[config.mk]
export PLATFORM = sky130hd
export DESIGN_NAME = picorv32_pcpi_arbiter_flat
export DESIGN_NICKNAME = d
export VERILOG_FILES = /design/src/rtl/picorv32_pcpi_arbiter_if.sv /design/src/rtl/picorv32_pcpi_arbiter.sv /design/src/flat_wrapper.sv
export SDC_FILE = /design/constraint.sdc
export NUM_CORES = 1
export LEC_CHECK = 0
export CORE_ASPECT_RATIO = 0.6
export CORE_MARGIN = 3
export CORE_UTILIZATION = 30
export CTS_CLUSTER_DIAMETER = 50
export DETAILED_ROUTE_END_ITERATION = 12
export PLACE_DENSITY_LB_ADDON = 0.25
export SKIP_CTS_REPAIR_TIMING = 1
export SYNTH_ARGS = -nofsm -noshare
export SYNTH_HDL_FRONTEND = slang
export SYNTH_SLANG_ARGS = --single-unit
[constraint.sdc]
create_clock -name clk -period 3 [get_ports clk]
set_input_delay 0.45 -clock clk [delete_from_list [all_inputs] [get_ports clk]]
set_output_delay 0.45 -clock clk [all_outputs]
set_load 0.01 [all_outputs]
[src/rtl/picorv32_pcpi_arbiter_if.sv]
// PCPI bundle between the core, the arbiter and two coprocessors.
// slave is the arbiter's view; master is the core-plus-coprocessor side.
interface picorv32_pcpi_arbiter_if #(
    parameter int DATA_WIDTH = 32
);
    logic                  pcpi_valid;
    logic [DATA_WIDTH-1:0] pcpi_insn;
    logic [DATA_WIDTH-1:0] pcpi_rs1;
    logic [DATA_WIDTH-1:0] pcpi_rs2;
    logic                  pcpi_wr;
    logic [DATA_WIDTH-1:0] pcpi_rd;
    logic                  pcpi_wait;
    logic                  pcpi_ready;

    logic                  cp0_valid;
    logic [DATA_WIDTH-1:0] cp0_insn;
    logic [DATA_WIDTH-1:0] cp0_rs1;
    logic [DATA_WIDTH-1:0] cp0_rs2;
    logic                  cp0_wr;
    logic [DATA_WIDTH-1:0] cp0_rd;
    logic                  cp0_wait;
    logic                  cp0_ready;

    logic                  cp1_valid;
    logic [DATA_WIDTH-1:0] cp1_insn;
    logic [DATA_WIDTH-1:0] cp1_rs1;
    logic [DATA_WIDTH-1:0] cp1_rs2;
    logic                  cp1_wr;
    logic [DATA_WIDTH-1:0] cp1_rd;
    logic                  cp1_wait;
    logic                  cp1_ready;

    logic [1:0]            grant;

    modport slave (
        input  pcpi_valid, pcpi_insn, pcpi_rs1, pcpi_rs2,
        output pcpi_wr, pcpi_rd, pcpi_wait, pcpi_ready,
        output cp0_valid, cp0_insn, cp0_rs1, cp0_rs2,
        input  cp0_wr, cp0_rd, cp0_wait, cp0_ready,
        output cp1_valid, cp1_insn, cp1_rs1, cp1_rs2,
        input  cp1_wr, cp1_rd, cp1_wait, cp1_ready,
        output grant
    );

    modport master (
        output pcpi_valid, pcpi_insn, pcpi_rs1, pcpi_rs2,
        input  pcpi_wr, pcpi_rd, pcpi_wait, pcpi_ready,
        input  cp0_valid, cp0_insn, cp0_rs1, cp0_rs2,
        output cp0_wr, cp0_rd, cp0_wait, cp0_ready,
        input  cp1_valid, cp1_insn, cp1_rs1, cp1_rs2,
        output cp1_wr, cp1_rd, cp1_wait, cp1_ready,
        input  grant
    );
endinterface

[src/rtl/picorv32_pcpi_arbiter.sv]
// Shares one PCPI port between two coprocessors; first claimer (port 0 on ties) owns the insn.
// Latency: 1 cycle valid->cp valid, 1 cycle claim-ready->pcpi_ready; unclaimed insns rejected after TIMEOUT.
module picorv32_pcpi_arbiter #(
    parameter int TIMEOUT    = 32,
    parameter int DATA_WIDTH = 32
) (
    input logic                    clk,
    input logic                    resetn,
    picorv32_pcpi_arbiter_if.slave bus
);
    localparam int CW = (TIMEOUT > 1) ? $clog2(TIMEOUT) : 1;
    localparam logic [CW-1:0] CNT_LAST = CW'(TIMEOUT - 1);

    typedef enum logic [2:0] {
        IDLE, ISSUE, BUSY, RESP, DRAIN, REJECT
    } state_t;

    typedef struct packed {
        logic [DATA_WIDTH-1:0] insn;
        logic [DATA_WIDTH-1:0] rs1;
        logic [DATA_WIDTH-1:0] rs2;
    } req_t;

    state_t                state;
    logic [CW-1:0]         cnt;
    req_t                  req_q;
    logic                  cp0_valid_q;
    logic                  cp1_valid_q;
    logic [1:0]            grant_q;
    logic                  ready_q;
    logic                  wr_q;
    logic                  wait_q;
    logic [DATA_WIDTH-1:0] rd_q;

    // Response of the port that owns the instruction; the other port is never looked at.
    logic                  own_ready;
    logic                  own_wr;
    logic [DATA_WIDTH-1:0] own_rd;

    always_comb begin
        own_ready = 1'b0;
        own_wr    = 1'b0;
        own_rd    = '0;
        if (grant_q[0]) begin
            own_ready = bus.cp0_ready;
            own_wr    = bus.cp0_wr;
            own_rd    = bus.cp0_rd;
        end else if (grant_q[1]) begin
            own_ready = bus.cp1_ready;
            own_wr    = bus.cp1_wr;
            own_rd    = bus.cp1_rd;
        end
    end

    always_ff @(posedge clk or negedge resetn) begin
        if (!resetn) begin
            state       <= IDLE;
            cnt         <= '0;
            req_q       <= '0;
            cp0_valid_q <= 1'b0;
            cp1_valid_q <= 1'b0;
            grant_q     <= 2'b00;
            ready_q     <= 1'b0;
            wr_q        <= 1'b0;
            wait_q      <= 1'b0;
            rd_q        <= '0;
        end else begin
            case (state)
                IDLE: begin
                    if (bus.pcpi_valid) begin
                        req_q       <= '{insn: bus.pcpi_insn, rs1: bus.pcpi_rs1, rs2: bus.pcpi_rs2};
                        cp0_valid_q <= 1'b1;
                        cp1_valid_q <= 1'b1;
                        cnt         <= '0;
                        state       <= ISSUE;
                    end
                end
                ISSUE: begin
                    // Port 0 is tested first so it wins any same-cycle claim.
                    if (bus.cp0_ready) begin
                        grant_q     <= 2'b01;
                        wr_q        <= bus.cp0_wr;
                        rd_q        <= bus.cp0_rd;
                        ready_q     <= 1'b1;
                        cp0_valid_q <= 1'b0;
                        cp1_valid_q <= 1'b0;
                        state       <= RESP;
                    end else if (bus.cp0_wait) begin
                        grant_q     <= 2'b01;
                        cp1_valid_q <= 1'b0;
                        wait_q      <= 1'b1;
                        state       <= BUSY;
                    end else if (bus.cp1_ready) begin
                        grant_q     <= 2'b10;
                        wr_q        <= bus.cp1_wr;
                        rd_q        <= bus.cp1_rd;
                        ready_q     <= 1'b1;
                        cp0_valid_q <= 1'b0;
                        cp1_valid_q <= 1'b0;
                        state       <= RESP;
                    end else if (bus.cp1_wait) begin
                        grant_q     <= 2'b10;
                        cp0_valid_q <= 1'b0;
                        wait_q      <= 1'b1;
                        state       <= BUSY;
                    end else if (cnt == CNT_LAST) begin
                        cp0_valid_q <= 1'b0;
                        cp1_valid_q <= 1'b0;
                        state       <= REJECT;
                    end else begin
                        cnt <= cnt + 1'b1;
                    end
                end
                BUSY: begin
                    if (own_ready) begin
                        wr_q        <= own_wr;
                        rd_q        <= own_rd;
                        ready_q     <= 1'b1;
                        wait_q      <= 1'b0;
                        cp0_valid_q <= 1'b0;
                        cp1_valid_q <= 1'b0;
                        state       <= RESP;
                    end
                end
                RESP: begin
                    ready_q <= 1'b0;
                    wr_q    <= 1'b0;
                    state   <= DRAIN;
                end
                DRAIN: begin
                    // Core may hold valid past ready; wait for it to drop before re-arming.
                    if (!bus.pcpi_valid) begin
                        grant_q <= 2'b00;
                        state   <= IDLE;
                    end
                end
                REJECT: begin
                    if (!bus.pcpi_valid) begin
                        state <= IDLE;
                    end
                end
                default: state <= IDLE;
            endcase
        end
    end

    assign bus.pcpi_ready = ready_q;
    assign bus.pcpi_wr    = wr_q;
    assign bus.pcpi_rd    = rd_q;
    assign bus.pcpi_wait  = wait_q;
    assign bus.cp0_valid  = cp0_valid_q;
    assign bus.cp0_insn   = req_q.insn;
    assign bus.cp0_rs1    = req_q.rs1;
    assign bus.cp0_rs2    = req_q.rs2;
    assign bus.cp1_valid  = cp1_valid_q;
    assign bus.cp1_insn   = req_q.insn;
    assign bus.cp1_rs1    = req_q.rs1;
    assign bus.cp1_rs2    = req_q.rs2;
    assign bus.grant      = grant_q;
endmodule
[src/flat_wrapper.sv]
// flat-port wrapper written by rule: the top's interface ports become plain ports
module picorv32_pcpi_arbiter_flat 
#(
    parameter int TIMEOUT    = 32,
    parameter int DATA_WIDTH = 32
)
  (clk, resetn, bus_pcpi_valid, bus_pcpi_insn, bus_pcpi_rs1, bus_pcpi_rs2, bus_pcpi_wr, bus_pcpi_rd, bus_pcpi_wait, bus_pcpi_ready, bus_cp0_valid, bus_cp0_insn, bus_cp0_rs1, bus_cp0_rs2, bus_cp0_wr, bus_cp0_rd, bus_cp0_wait, bus_cp0_ready, bus_cp1_valid, bus_cp1_insn, bus_cp1_rs1, bus_cp1_rs2, bus_cp1_wr, bus_cp1_rd, bus_cp1_wait, bus_cp1_ready, bus_grant);
  picorv32_pcpi_arbiter_if #(.DATA_WIDTH(DATA_WIDTH)) bus_i ();
  input logic clk;
  input logic resetn;
  input wire logic [$bits(bus_i.pcpi_valid)-1:0] bus_pcpi_valid;
  input wire logic [$bits(bus_i.pcpi_insn)-1:0] bus_pcpi_insn;
  input wire logic [$bits(bus_i.pcpi_rs1)-1:0] bus_pcpi_rs1;
  input wire logic [$bits(bus_i.pcpi_rs2)-1:0] bus_pcpi_rs2;
  output wire logic [$bits(bus_i.pcpi_wr)-1:0] bus_pcpi_wr;
  output wire logic [$bits(bus_i.pcpi_rd)-1:0] bus_pcpi_rd;
  output wire logic [$bits(bus_i.pcpi_wait)-1:0] bus_pcpi_wait;
  output wire logic [$bits(bus_i.pcpi_ready)-1:0] bus_pcpi_ready;
  output wire logic [$bits(bus_i.cp0_valid)-1:0] bus_cp0_valid;
  output wire logic [$bits(bus_i.cp0_insn)-1:0] bus_cp0_insn;
  output wire logic [$bits(bus_i.cp0_rs1)-1:0] bus_cp0_rs1;
  output wire logic [$bits(bus_i.cp0_rs2)-1:0] bus_cp0_rs2;
  input wire logic [$bits(bus_i.cp0_wr)-1:0] bus_cp0_wr;
  input wire logic [$bits(bus_i.cp0_rd)-1:0] bus_cp0_rd;
  input wire logic [$bits(bus_i.cp0_wait)-1:0] bus_cp0_wait;
  input wire logic [$bits(bus_i.cp0_ready)-1:0] bus_cp0_ready;
  output wire logic [$bits(bus_i.cp1_valid)-1:0] bus_cp1_valid;
  output wire logic [$bits(bus_i.cp1_insn)-1:0] bus_cp1_insn;
  output wire logic [$bits(bus_i.cp1_rs1)-1:0] bus_cp1_rs1;
  output wire logic [$bits(bus_i.cp1_rs2)-1:0] bus_cp1_rs2;
  input wire logic [$bits(bus_i.cp1_wr)-1:0] bus_cp1_wr;
  input wire logic [$bits(bus_i.cp1_rd)-1:0] bus_cp1_rd;
  input wire logic [$bits(bus_i.cp1_wait)-1:0] bus_cp1_wait;
  input wire logic [$bits(bus_i.cp1_ready)-1:0] bus_cp1_ready;
  output wire logic [$bits(bus_i.grant)-1:0] bus_grant;
  assign bus_i.pcpi_valid = bus_pcpi_valid;
  assign bus_i.pcpi_insn = bus_pcpi_insn;
  assign bus_i.pcpi_rs1 = bus_pcpi_rs1;
  assign bus_i.pcpi_rs2 = bus_pcpi_rs2;
  assign bus_pcpi_wr = bus_i.pcpi_wr;
  assign bus_pcpi_rd = bus_i.pcpi_rd;
  assign bus_pcpi_wait = bus_i.pcpi_wait;
  assign bus_pcpi_ready = bus_i.pcpi_ready;
  assign bus_cp0_valid = bus_i.cp0_valid;
  assign bus_cp0_insn = bus_i.cp0_insn;
  assign bus_cp0_rs1 = bus_i.cp0_rs1;
  assign bus_cp0_rs2 = bus_i.cp0_rs2;
  assign bus_i.cp0_wr = bus_cp0_wr;
  assign bus_i.cp0_rd = bus_cp0_rd;
  assign bus_i.cp0_wait = bus_cp0_wait;
  assign bus_i.cp0_ready = bus_cp0_ready;
  assign bus_cp1_valid = bus_i.cp1_valid;
  assign bus_cp1_insn = bus_i.cp1_insn;
  assign bus_cp1_rs1 = bus_i.cp1_rs1;
  assign bus_cp1_rs2 = bus_i.cp1_rs2;
  assign bus_i.cp1_wr = bus_cp1_wr;
  assign bus_i.cp1_rd = bus_cp1_rd;
  assign bus_i.cp1_wait = bus_cp1_wait;
  assign bus_i.cp1_ready = bus_cp1_ready;
  assign bus_grant = bus_i.grant;
  picorv32_pcpi_arbiter #(.TIMEOUT(TIMEOUT), .DATA_WIDTH(DATA_WIDTH)) u_core (.clk(clk), .resetn(resetn), .bus(bus_i));
endmodule
==> results.py <==
metrics = {
    "status": {
        "status": "completed",
    },
    "sta": {
        "tns_ps": 0,
        "slew_headroom": 0.372,
        "finalCriticalPeriod_ps": 2550,
        "tightest_slew_ps": 922,
        "slew_viol_final": 0,
        "max_freq_mhz": 393,
        "rsz0062_at_grt": "false",
        "whs_ps": 495,
        "final_hold_viol_count": 0,
        "post-route-period-util": 0.849,
        "setup_viol": 0,
        "clock_skew_ps": 15.2,
    },
    "final_layout": {
        "fillCellCount": 1888,
        "nNetsFinal": 982,
        "area_delta_synth_final_pct": 63.7,
        "layout-drive-gt1-share": 0.215,
        "fin_area_um2": 11000,
        "layout.cells.non_filler": 1103,
    },
    "detailed_routing": {
        "route.detailed.drc": 0,
        "wl_per_cell_um": 19.1,
        "routed_wl_um": 21100,
        "drtAntennaViolNets": 0,
        "vias_per_cell": 4.68,
        "drtIter0Drc": 239,
        "firstDrtPassIters": 4,
        "vias": 5158,
    },
    "clock_network": {
        "clkSlewWorstSetupHoldPaths_ps": 60,
        "numCtsBuffers": 17,
        "htreeDepth": 4,
        "clock_latency_ps": 420,
        "clkSinkCount": 143,
        "cts_root_buffer": "clkbuf_16",
        "cts_buffer_depth": 2,
        "cts_tree": "built",
    },
    "global_route": {
        "overflow": 0,
        "use_met1": 0.202,
        "grt_start_max_net_pins": 65,
        "grt_antenna_before_repair": 1,
        "grt-busiest-layer": "met2",
        "grt_first_pass_wirelength_um": 31100,
        "grt_use_total": 0.169,
        "globalRouteMet3Util": 0.0448,
        "grt_pass1_vias": 5437,
        "met2_usage": 0.295,
    },
    "floorplanning": {
        "core-area_um2": 21500,
        "rows": 41,
        "start_util": 0.313,
        "ioPinCount": 400,
        "dieHeight_um": 122,
        "dieWidth_um": 199,
        "die_area_um2": 24300,
    },
    "logic_synthesis": {
        "synth_cell_type_count": 38,
        "synth.avg_cell_area_um2": 13.4,
        "syn_nets": 673,
        "syn_area_um2": 6720,
        "ys_seq_elements": 143,
        "synth_cells": 502,
        "ys_warn_count": 0,
        "yosysSeqAreaShare": 0.532,
    },
    "placement": {
        "portBuffers": 399,
        "dpl.cell_count": 1070,
        "gp_congestion": 0.864,
        "dp_hpwl_um": 16900,
        "place_area_um2": 10400,
    },
    "pwr": {
        "powerDensity_nw_per_um2": 1140,
        "ir_drop_mv": 0.539,
        "leakagePower_uw": 0.00450,
        "power_uw": 12500,
    },
    "setup_path": {
        "cp.required_ps": 3360,
        "crit_arrival_ps": 2910,
        "end_kind": "flip-flop",
        "critPathMaxFanout": 32,
        "start_kind": "flip-flop",
        "path_class": "flip-flop to flip-flop",
    },
    "flow_run": {
        "max_cap_violations": 0,
    },
    "hold_path": {
        "hp-class": "flip-flop to flip-flop",
    },
}
[registers in the layout (all words and copies together) (netlist names)]
name                   count
u_core.bus.cp0_insn       32
u_core.bus.cp0_rs1        32
u_core.bus.cp0_rs2        32
u_core.bus.cp0_valid       1
u_core.bus.cp1_valid       1
u_core.bus.grant           2
u_core.bus.pcpi_rd        32
u_core.bus.pcpi_ready      1
u_core.bus.pcpi_wait       1
u_core.bus.pcpi_wr         1
u_core.cnt                 5
u_core.state               3
[per-layer routing]
metal  up-vias  wire, µm
met5         -         0
met4         0       398
met3        22      1500
met2       252     10900
met1      2564      8340
li1       2320         -
[per-stage QoR]
step / util / setup slack, ps
3_3_place_gp: 0.482 / 536
4_1_cts: 0.511 / 455
3_5_place_dp: 0.482 / 444
2_1_floorplan: - / 959
5_1_grt: 0.512 / 305
6_report: 0.512 / 452
[placed cells by master (no fill, tap or decap), drive strengths merged, types with 2 or more instances in the layout]
cell type / n
a21o: 2
a21oi: 7
a22o: 34
a31oi: 2
and2: 2
buf: 12
bufinv: 3
clkbuf: 18
clkdlybuf4s50: 398
clkinv: 4
dfrtp: 143
ha: 2
inv: 11
mux2: 131
nand2: 2
nand2b: 4
nand3: 3
nor2: 4
nor2b: 2
nor3: 4
nor4b: 2
o21ai: 12
o31ai: 3
o32ai: 2
or3: 2
[cell type report]
class	count	area [µm²]	area share
clock buffer	18	439	0.0399
tap	279	349	0.0317
clock inverter	13	179	0.0163
sequential	143	3580	0.325
multi-input combinational	232	2290	0.208
antenna	1	2.50	0.000227
timing repair buffer	411	4140	0.376
inverter	6	22.5	0.00205
[logic make-up after synthesis]
logic type,after synthesis,share of synthesized area
flops,143,0.532
mux,132,0.229
buf+inv,127,0.131
compound gates,69,0.0788
simple gates,29,0.0248
fa+ha+maj,2,0.00372
[cells in the mapped netlist]
master,count,area (µm²)
dfrtp_1,143,3580
mux2_2,116,1310
buf_4,96,721
a22o_1,34,298
buf_2,16,80.1
mux2_4,15,225
o21ai_0,12,60.1
a21oi_1,7,35.0
clkbuf_1,6,22.5
inv_1,6,22.5
nand2b_1,4,25.0
nor2_1,4,15.0
nor3_1,4,20.0
buf_6,3,33.8
nand3_1,3,15.0
o31ai_1,3,22.5
a21o_1,2,15.0
a31oi_1,2,12.5
and2_1,2,12.5
ha_1,2,25.0
nand2_1,2,7.51
nor2b_1,2,12.5
nor4b_1,2,17.5
or3_1,2,12.5
a211o_1,1,8.76
a311oi_1,1,8.76
and3_1,1,6.26
mux2i_1,1,10.0
nand3b_1,1,7.51
nor4_1,1,6.26
o211a_1,1,10.0
o21a_1,1,7.51
o21bai_1,1,7.51
o22a_1,1,8.76
o32a_1,1,10.0
o32ai_1,1,8.76
o32ai_2,1,16.3
or3b_1,1,8.76
[power by group]
group          switching (µW)  leakage [µW]  internal (µW)
clock network             852      0.000300           1350
registers                 822       0.00171           2900
logic                    2450       0.00249           4130
total                    4130       0.00450           8370
[path summary, 6_finish.rpt]
kind	from	endpoint	slack (ps)	cells past startpoint
min in group asynchronous	resetn	u_core.bus.pcpi_rd[28]	530	2
hold reg to reg	u_core.bus.cp0_valid	u_core.bus.cp0_valid	500	1
max in group asynchronous	resetn	u_core.bus.pcpi_rd[25]	1660	3
hold / removal	u_core.bus.cp0_valid	u_core.bus.cp0_valid	500	1
setup reg to reg	u_core.state[0]	u_core.bus.pcpi_rd[7]	450	4
setup / recovery	u_core.state[0]	u_core.bus.pcpi_rd[7]	450	4
[critical path: stages, from the launching register on]
cell	delay (ps)
dfrtp_1	540
or3b_1	650
mux2i_4	810
a22o_1	310
mux2_4	170
Note: power is estimated with default switching activity, not from simulation.
